### src/rtl/mdu_pkg.sv
// Shared encodings and constants for the multiply/divide unit.
package mdu_pkg;

    localparam int ITERS = 32;

    localparam logic [31:0] DBZ_LO = 32'hFFFF_FFFF;

    typedef enum logic [1:0] {
        OP_MULTU = 2'b00,
        OP_MULT  = 2'b01,
        OP_DIVU  = 2'b10,
        OP_DIV   = 2'b11
    } op_t;

    typedef enum logic [1:0] {
        S_IDLE = 2'b00,
        S_RUN  = 2'b01,
        S_FIX  = 2'b10
    } state_t;

endpackage

### src/rtl/mdu_sign_fix.sv
// Conditional two's-complement negation, used both to take operand
// magnitudes and to restore the sign of finished results.
module mdu_sign_fix #(
    parameter int W = 32
) (
    input  logic [W-1:0] value,
    input  logic         negate,
    output logic [W-1:0] result
);

    // Negate when asked, otherwise pass the value straight through.
    always_comb begin
        result = negate ? (~value + W'(1)) : value;
    end

endmodule

### src/rtl/mult_div_unit.sv
// Iterative multiply/divide unit with architectural HI/LO registers.
// One shift-add or restoring shift-subtract step per cycle, then a
// single sign-fix cycle that writes HI/LO and pulses done.
module mult_div_unit #(
    parameter int WIDTH = 32,
    parameter int ITERS = mdu_pkg::ITERS
) (
    input  logic             clk,
    input  logic             reset,
    input  logic             start,
    input  logic [1:0]       op,
    input  logic [WIDTH-1:0] src_a,
    input  logic [WIDTH-1:0] src_b,
    input  logic             mthi,
    input  logic             mtlo,
    input  logic [WIDTH-1:0] wr_data,
    output logic             busy,
    output logic             done,
    output logic             div_by_zero,
    output logic [WIDTH-1:0] hi,
    output logic [WIDTH-1:0] lo
);
    import mdu_pkg::*;

    localparam int CW = (ITERS > 1) ? $clog2(ITERS) : 1;
    localparam logic [CW-1:0] LAST = CW'(ITERS - 1);

    state_t               state;
    state_t               state_next;
    op_t                  op_q;
    logic                 sign_a;
    logic                 sign_b;
    logic                 dbz_pending;
    logic [WIDTH-1:0]     addend;
    logic [2*WIDTH-1:0]   acc;
    logic [CW-1:0]        counter;

    logic                 capture;
    logic                 capture_dbz;
    logic                 run_step;
    logic                 finish;

    logic [WIDTH-1:0]     mag_a;
    logic [WIDTH-1:0]     mag_b;
    logic [WIDTH:0]       mul_sum;
    logic [2*WIDTH-1:0]   mul_next;
    logic [WIDTH:0]       div_shift;
    logic [WIDTH-1:0]     div_diff;
    logic                 div_ge;
    logic [WIDTH-1:0]     rem_next;
    logic [2*WIDTH-1:0]   div_next;

    logic [2*WIDTH-1:0]   prod_fixed;
    logic [WIDTH-1:0]     quo_fixed;
    logic [WIDTH-1:0]     rem_fixed;

    assign capture_dbz = op[1] && (src_b == '0);

    mdu_sign_fix #(.W(WIDTH)) abs_a (
        .value  (src_a),
        .negate (op[0] && src_a[WIDTH-1]),
        .result (mag_a)
    );

    mdu_sign_fix #(.W(WIDTH)) abs_b (
        .value  (src_b),
        .negate (op[0] && src_b[WIDTH-1]),
        .result (mag_b)
    );

    mdu_sign_fix #(.W(2*WIDTH)) fix_prod (
        .value  (acc),
        .negate ((op_q == OP_MULT) && (sign_a ^ sign_b)),
        .result (prod_fixed)
    );

    mdu_sign_fix #(.W(WIDTH)) fix_quo (
        .value  (acc[WIDTH-1:0]),
        .negate ((op_q == OP_DIV) && (sign_a ^ sign_b)),
        .result (quo_fixed)
    );

    mdu_sign_fix #(.W(WIDTH)) fix_rem (
        .value  (acc[2*WIDTH-1:WIDTH]),
        .negate ((op_q == OP_DIV) && sign_a),
        .result (rem_fixed)
    );

    // State register; reset abandons any operation in flight.
    always_ff @(posedge clk or negedge reset) begin
        if (!reset) begin
            state <= S_IDLE;
        end else begin
            state <= state_next;
        end
    end

    // Next state: divide by zero skips the iteration phase entirely.
    always_comb begin
        state_next = state;
        unique case (state)
            S_IDLE:  if (start) state_next = capture_dbz ? S_FIX : S_RUN;
            S_RUN:   if (counter == LAST) state_next = S_FIX;
            S_FIX:   state_next = S_IDLE;
            default: state_next = S_IDLE;
        endcase
    end

    // Control strobes decoded from the current state.
    always_comb begin
        busy     = (state != S_IDLE);
        capture  = (state == S_IDLE) && start;
        run_step = (state == S_RUN);
        finish   = (state == S_FIX);
    end

    // One iteration: acc holds {partial, multiplier} or {remainder, quotient}.
    always_comb begin
        mul_sum   = {1'b0, acc[2*WIDTH-1:WIDTH]} + (acc[0] ? {1'b0, addend} : '0);
        mul_next  = {mul_sum, acc[WIDTH-1:1]};
        div_shift = acc[2*WIDTH-1:WIDTH-1];
        div_ge    = (div_shift >= {1'b0, addend});
        div_diff  = div_shift[WIDTH-1:0] - addend;
        rem_next  = div_ge ? div_diff : div_shift[WIDTH-1:0];
        div_next  = {rem_next, acc[WIDTH-2:0], div_ge};
    end

    // Operand capture and the iterating accumulator/counter.
    always_ff @(posedge clk or negedge reset) begin
        if (!reset) begin
            op_q        <= OP_MULTU;
            sign_a      <= 1'b0;
            sign_b      <= 1'b0;
            dbz_pending <= 1'b0;
            addend      <= '0;
            acc         <= '0;
            counter     <= '0;
        end else if (capture) begin
            op_q        <= op_t'(op);
            sign_a      <= src_a[WIDTH-1];
            sign_b      <= src_b[WIDTH-1];
            dbz_pending <= capture_dbz;
            counter     <= '0;
            if (op[1]) begin
                addend <= mag_b;
                acc    <= capture_dbz ? {src_a, {WIDTH{1'b0}}} : {{WIDTH{1'b0}}, mag_a};
            end else begin
                addend <= mag_a;
                acc    <= {{WIDTH{1'b0}}, mag_b};
            end
        end else if (run_step) begin
            acc     <= op_q[1] ? div_next : mul_next;
            counter <= counter + 1'b1;
        end
    end

    // Architectural HI/LO, done pulse and sticky divide-by-zero flag.
    always_ff @(posedge clk or negedge reset) begin
        if (!reset) begin
            hi          <= '0;
            lo          <= '0;
            done        <= 1'b0;
            div_by_zero <= 1'b0;
        end else begin
            done <= 1'b0;
            if (finish) begin
                done <= 1'b1;
                if (dbz_pending) begin
                    hi          <= acc[2*WIDTH-1:WIDTH];
                    lo          <= DBZ_LO;
                    div_by_zero <= 1'b1;
                end else if (op_q[1]) begin
                    hi <= rem_fixed;
                    lo <= quo_fixed;
                end else begin
                    {hi, lo} <= prod_fixed;
                end
            end else if (capture) begin
                div_by_zero <= 1'b0;
            end else if (state == S_IDLE) begin
                if (mthi) hi <= wr_data;
                if (mtlo) lo <= wr_data;
            end
        end
    end

endmodule

### config.mk
export PLATFORM = sky130hd
export DESIGN_NAME = mult_div_unit
export DESIGN_NICKNAME = d
export VERILOG_FILES = /design/src/rtl/mdu_pkg.sv /design/src/rtl/mdu_sign_fix.sv /design/src/rtl/mult_div_unit.sv
export SDC_FILE = /design/constraint.sdc
export NUM_CORES = 1
export LEC_CHECK = 0
export CELL_PAD_IN_SITES_DETAIL_PLACEMENT = 0
export CELL_PAD_IN_SITES_GLOBAL_PLACEMENT = 2
export CORE_MARGIN = 2
export CORE_UTILIZATION = 31
export DETAILED_ROUTE_END_ITERATION = 8
export GPL_TIMING_DRIVEN = 0
export PLACE_DENSITY = 0.88
export REMOVE_ABC_BUFFERS = 1
export SKIP_CTS_REPAIR_TIMING = 1
export SYNTH_ARGS = -nofsm -noshare
export SYNTH_HDL_FRONTEND = slang
export SYNTH_SLANG_ARGS = --single-unit
export TNS_END_PERCENT = 5
### constraint.sdc
create_clock -name clk -period 3.41 [get_ports clk]
set_clock_uncertainty 0.1 [all_clocks]
set_input_delay 0.682 -clock clk [delete_from_list [all_inputs] [get_ports clk]]
set_output_delay 0.682 -clock clk [all_outputs]
set_load 0.01 [all_outputs]
==> results.toml <==
[power]
p_sw_frac = 0.484
intPower_mw = 11.8
p_comb_frac = 0.712
seqPwrFrac = 0.201
p_sw_mw = 11.1
p_leak_nw = 7.72
vdd_drop_max_v = 0.000472
pwr-share-clk = 0.088
power.density_nw_per_um2 = 1190

[worst_setup_path]
cpPeakStageDelay_ns = 0.59
critPathTopFamily = "simple AND/OR/NAND/NOR gates"
rr_worst_depth = 11
cp.required_ns = 3.70
crit_path_top_delay_cell = "or4_1"
startpoint_type = "register"
worstPathCellList = "or4_1 -> or3_4 -> or4_4 -> or2_4 -> nor2_8 -> nand3_4 -> o311ai_4 -> a31oi_1 -> xor2_1 -> mux2i_1 -> o21ai_1"
critical_path_class = "register to register"
worstReg2RegStart = "acc[8]$_DFFE_PN0P_"
cp.arrival_ns = 4.07
cp.buffers_inverters = 0
rrSetupSlack_ns = -0.37
cp_max_fo = 6
reg2reg_to = "hi[23]$_DFFE_PN0P_"
endpoint_kind = "register"

[sta]
slew_viol_final = 0
setup_viol = 42
worst_pin_slew_ns = 0.975
hold_viol = 0
fin_hold_ws_ns = 0.0581
setup_slack_ns = -0.366
rsz0062_at_grt = "true"
setup_tns_ns = -5.59
max_slew_margin = 0.350
max_freq_mhz = 265
finalCritPeriodShare = 1.11
period_needed_ns = 3.78

[detailed_routing]
drt_iter0_drc = 1296
dr.pass1.iters = 5
viasPerCell = 5.67
postRouteAntennaNets = 0
wl_mm = 58.8
num_vias = 15421
post-route-drc-count = 0
wl_per_cell_um = 21.6

[synthesis]
synth-main-ff-cell = "dfrtp_1"
synth_seq_area_share = 0.290
yosys_warnings = 0
syn_area_um2 = 15000
synth_seq_cells = 174
yosysTopAreaCell = "dfrtp_1"
yosysTopAreaCellShare = 0.290
syn_avg_cell_area_um2 = 7.72
syn-instance-count = 1944
synthDistinctLibCells = 69
synth_enable_flop_cells = 0
synthArstFlopShare = 1.00
yosys-top-cells-area = "dfrtp_1 (29%), o21ai_0 (6.5%), a21oi_1 (6.0%), ha_1 (5.8%), xnor2_1 (5.8%)"

[global_routing]
grt_util_all_layers = 0.226
grt_pass1_wl_mm = 87.5
grt_overflow_total = 0
grt_max_degree = 102
grt_pass1_vias = 14397
antenna_found_initial = 1

[clock_tree]
cts.sinks = 174
path_clk_slew_ns = 0.07
cts_buffers = 17
cts_tree = "done"
h-tree-depth = 4
cts_root_buf = "clkbuf_16"
clock_latency_ns = 0.47
cts_buffer_depth = 2

[finish]
final_cells = 2720
fin_util = 0.404
final_nets = 2266
fillers = 4887
syn_to_final_growth_pct = 28.7
layout.cells.most_common = "nand2_1"
layout-drive-gt1-share = 0.146
final_cell_mix = "nand2_1 (200), nor2_1 (190), o21ai_0 (174)"

[min_path]
hp-class = "input port to asynchronous set/reset pin"

[place]
post-place-ws_ns = -2.16
dp.cells = 2614
io_buffers = 169
dp_hpwl_mm = 44.0
place.gp.congestion = 0.908

[status]
status = "finished with violations"
violations = "setup timing"

[floorplanning]
fp.dieH_um = 224
coreArea_um2 = 47700
dieWidth_um = 224
initial_core_util = 0.314
ios = 170
fp-row-count = 80
dieArea_um2 = 50200

[flow_run]
max-cap-violations = 0
[metrics by stage]
stage               instance area (µm²)  total power, mW
floorplan                         14500             13.3
global placement                  17000             17.4
detailed placement                17300             18.1
CTS                               17900             20.1
global route                      19300             24.6
finish                            19300             22.9
[power groups by stage]
stage               clock network [mW]  logic (mW)  registers [mW]
floorplan                            0        9.00            4.31
global placement                     0        12.7            4.71
detailed placement                   0        13.5            4.61
CTS                               2.03        13.5            4.57
global route                      2.11        17.8            4.73
finish                            2.01        16.3            4.59
[worst register-to-register path, cell delays in order (launching register included)]
cell and delay, ns:
dfrtp_1 0.46, or4_1 0.59, or3_4 0.39, or4_4 0.58, or2_4 0.31, nor2_8 0.12, nand3_4 0.11, o311ai_4 0.36
a31oi_1 0.15, xor2_1 0.27, mux2i_1 0.13, o21ai_1 0.12
[routing by layer]
layer	up-vias	GRT usage	routed length, µm
li1	7343	-	-
met1	7482	0.305	26200
met4	0	0.0785	1980
met2	503	0.374	27400
met5	-	0	0
met3	93	0.0275	3140
[cell families after synthesis]
family | after synthesis | share of synthesized area
and+or+nand+nor | 618 | 0.188
adders and majority gates | 72 | 0.0610
xor gates and xnor gates | 174 | 0.102
AOI/OAI and AO/OA | 660 | 0.273
muxes | 58 | 0.0394
DFF | 174 | 0.290
buffers and inverters | 188 | 0.0477
[cells in the mapped netlist, types with 20 or more instances]
master / number
nor2_1: 202
mux2i_1: 50
inv_1: 61
clkbuf_1: 110
a21oi_1: 180
nand2_1: 204
o211ai_1: 27
nor3_1: 55
nand2b_1: 20
xnor2_1: 99
nand3_1: 31
o31ai_1: 25
a31oi_1: 21
o22ai_1: 35
o21ai_0: 194
dfrtp_1: 174
a21o_1: 29
xor2_1: 75
a211oi_1: 26
ha_1: 70
[worst max path at each step]
stage / start / end / slack (ns) / depth (start not counted)
4_1_cts: src_b[12] / acc[59]$_DFFE_PN0P_ / -1.66 / 10
3_5_place_dp: src_b[12] / acc[59]$_DFFE_PN0P_ / -2.16 / 10
6_report: acc[8]$_DFFE_PN0P_ / hi[23]$_DFFE_PN0P_ / -0.37 / 11
3_3_place_gp: acc[35]$_DFFE_PN0P_ / acc[62]$_DFFE_PN0P_ / -6.41 / 12
2_1_floorplan: acc[35]$_DFFE_PN0P_ / acc[58]$_DFFE_PN0P_ / -3.19 / 12
5_1_grt: acc[20]$_DFFE_PN0P_ / hi[23]$_DFFE_PN0P_ / -0.47 / 11
[final cells by class]
class	instances	area (µm²)	area share
diodes	1	2.50	0.000130
inverters	62	240	0.0124
repair buffers	252	2550	0.132
clock buffers	21	470	0.0244
clock inverters	11	105	0.00544
multi-input cells	1583	10800	0.558
repair inverters	1	7.51	0.000389
well taps	615	769	0.0399
flip-flops and latches	174	4390	0.228
[state kept, by name (all words and copies together), names as in the netlist]
| register | flops |
|---|---|
| lo | 32 |
| state | 2 |
| done | 1 |
| sign_a | 1 |
| sign_b | 1 |
| addend | 32 |
| hi | 32 |
| counter | 5 |
| div_by_zero | 1 |
| dbz_pending | 1 |
| acc | 64 |
| op_q | 2 |
Note: power is estimated with default switching activity, not from simulation.
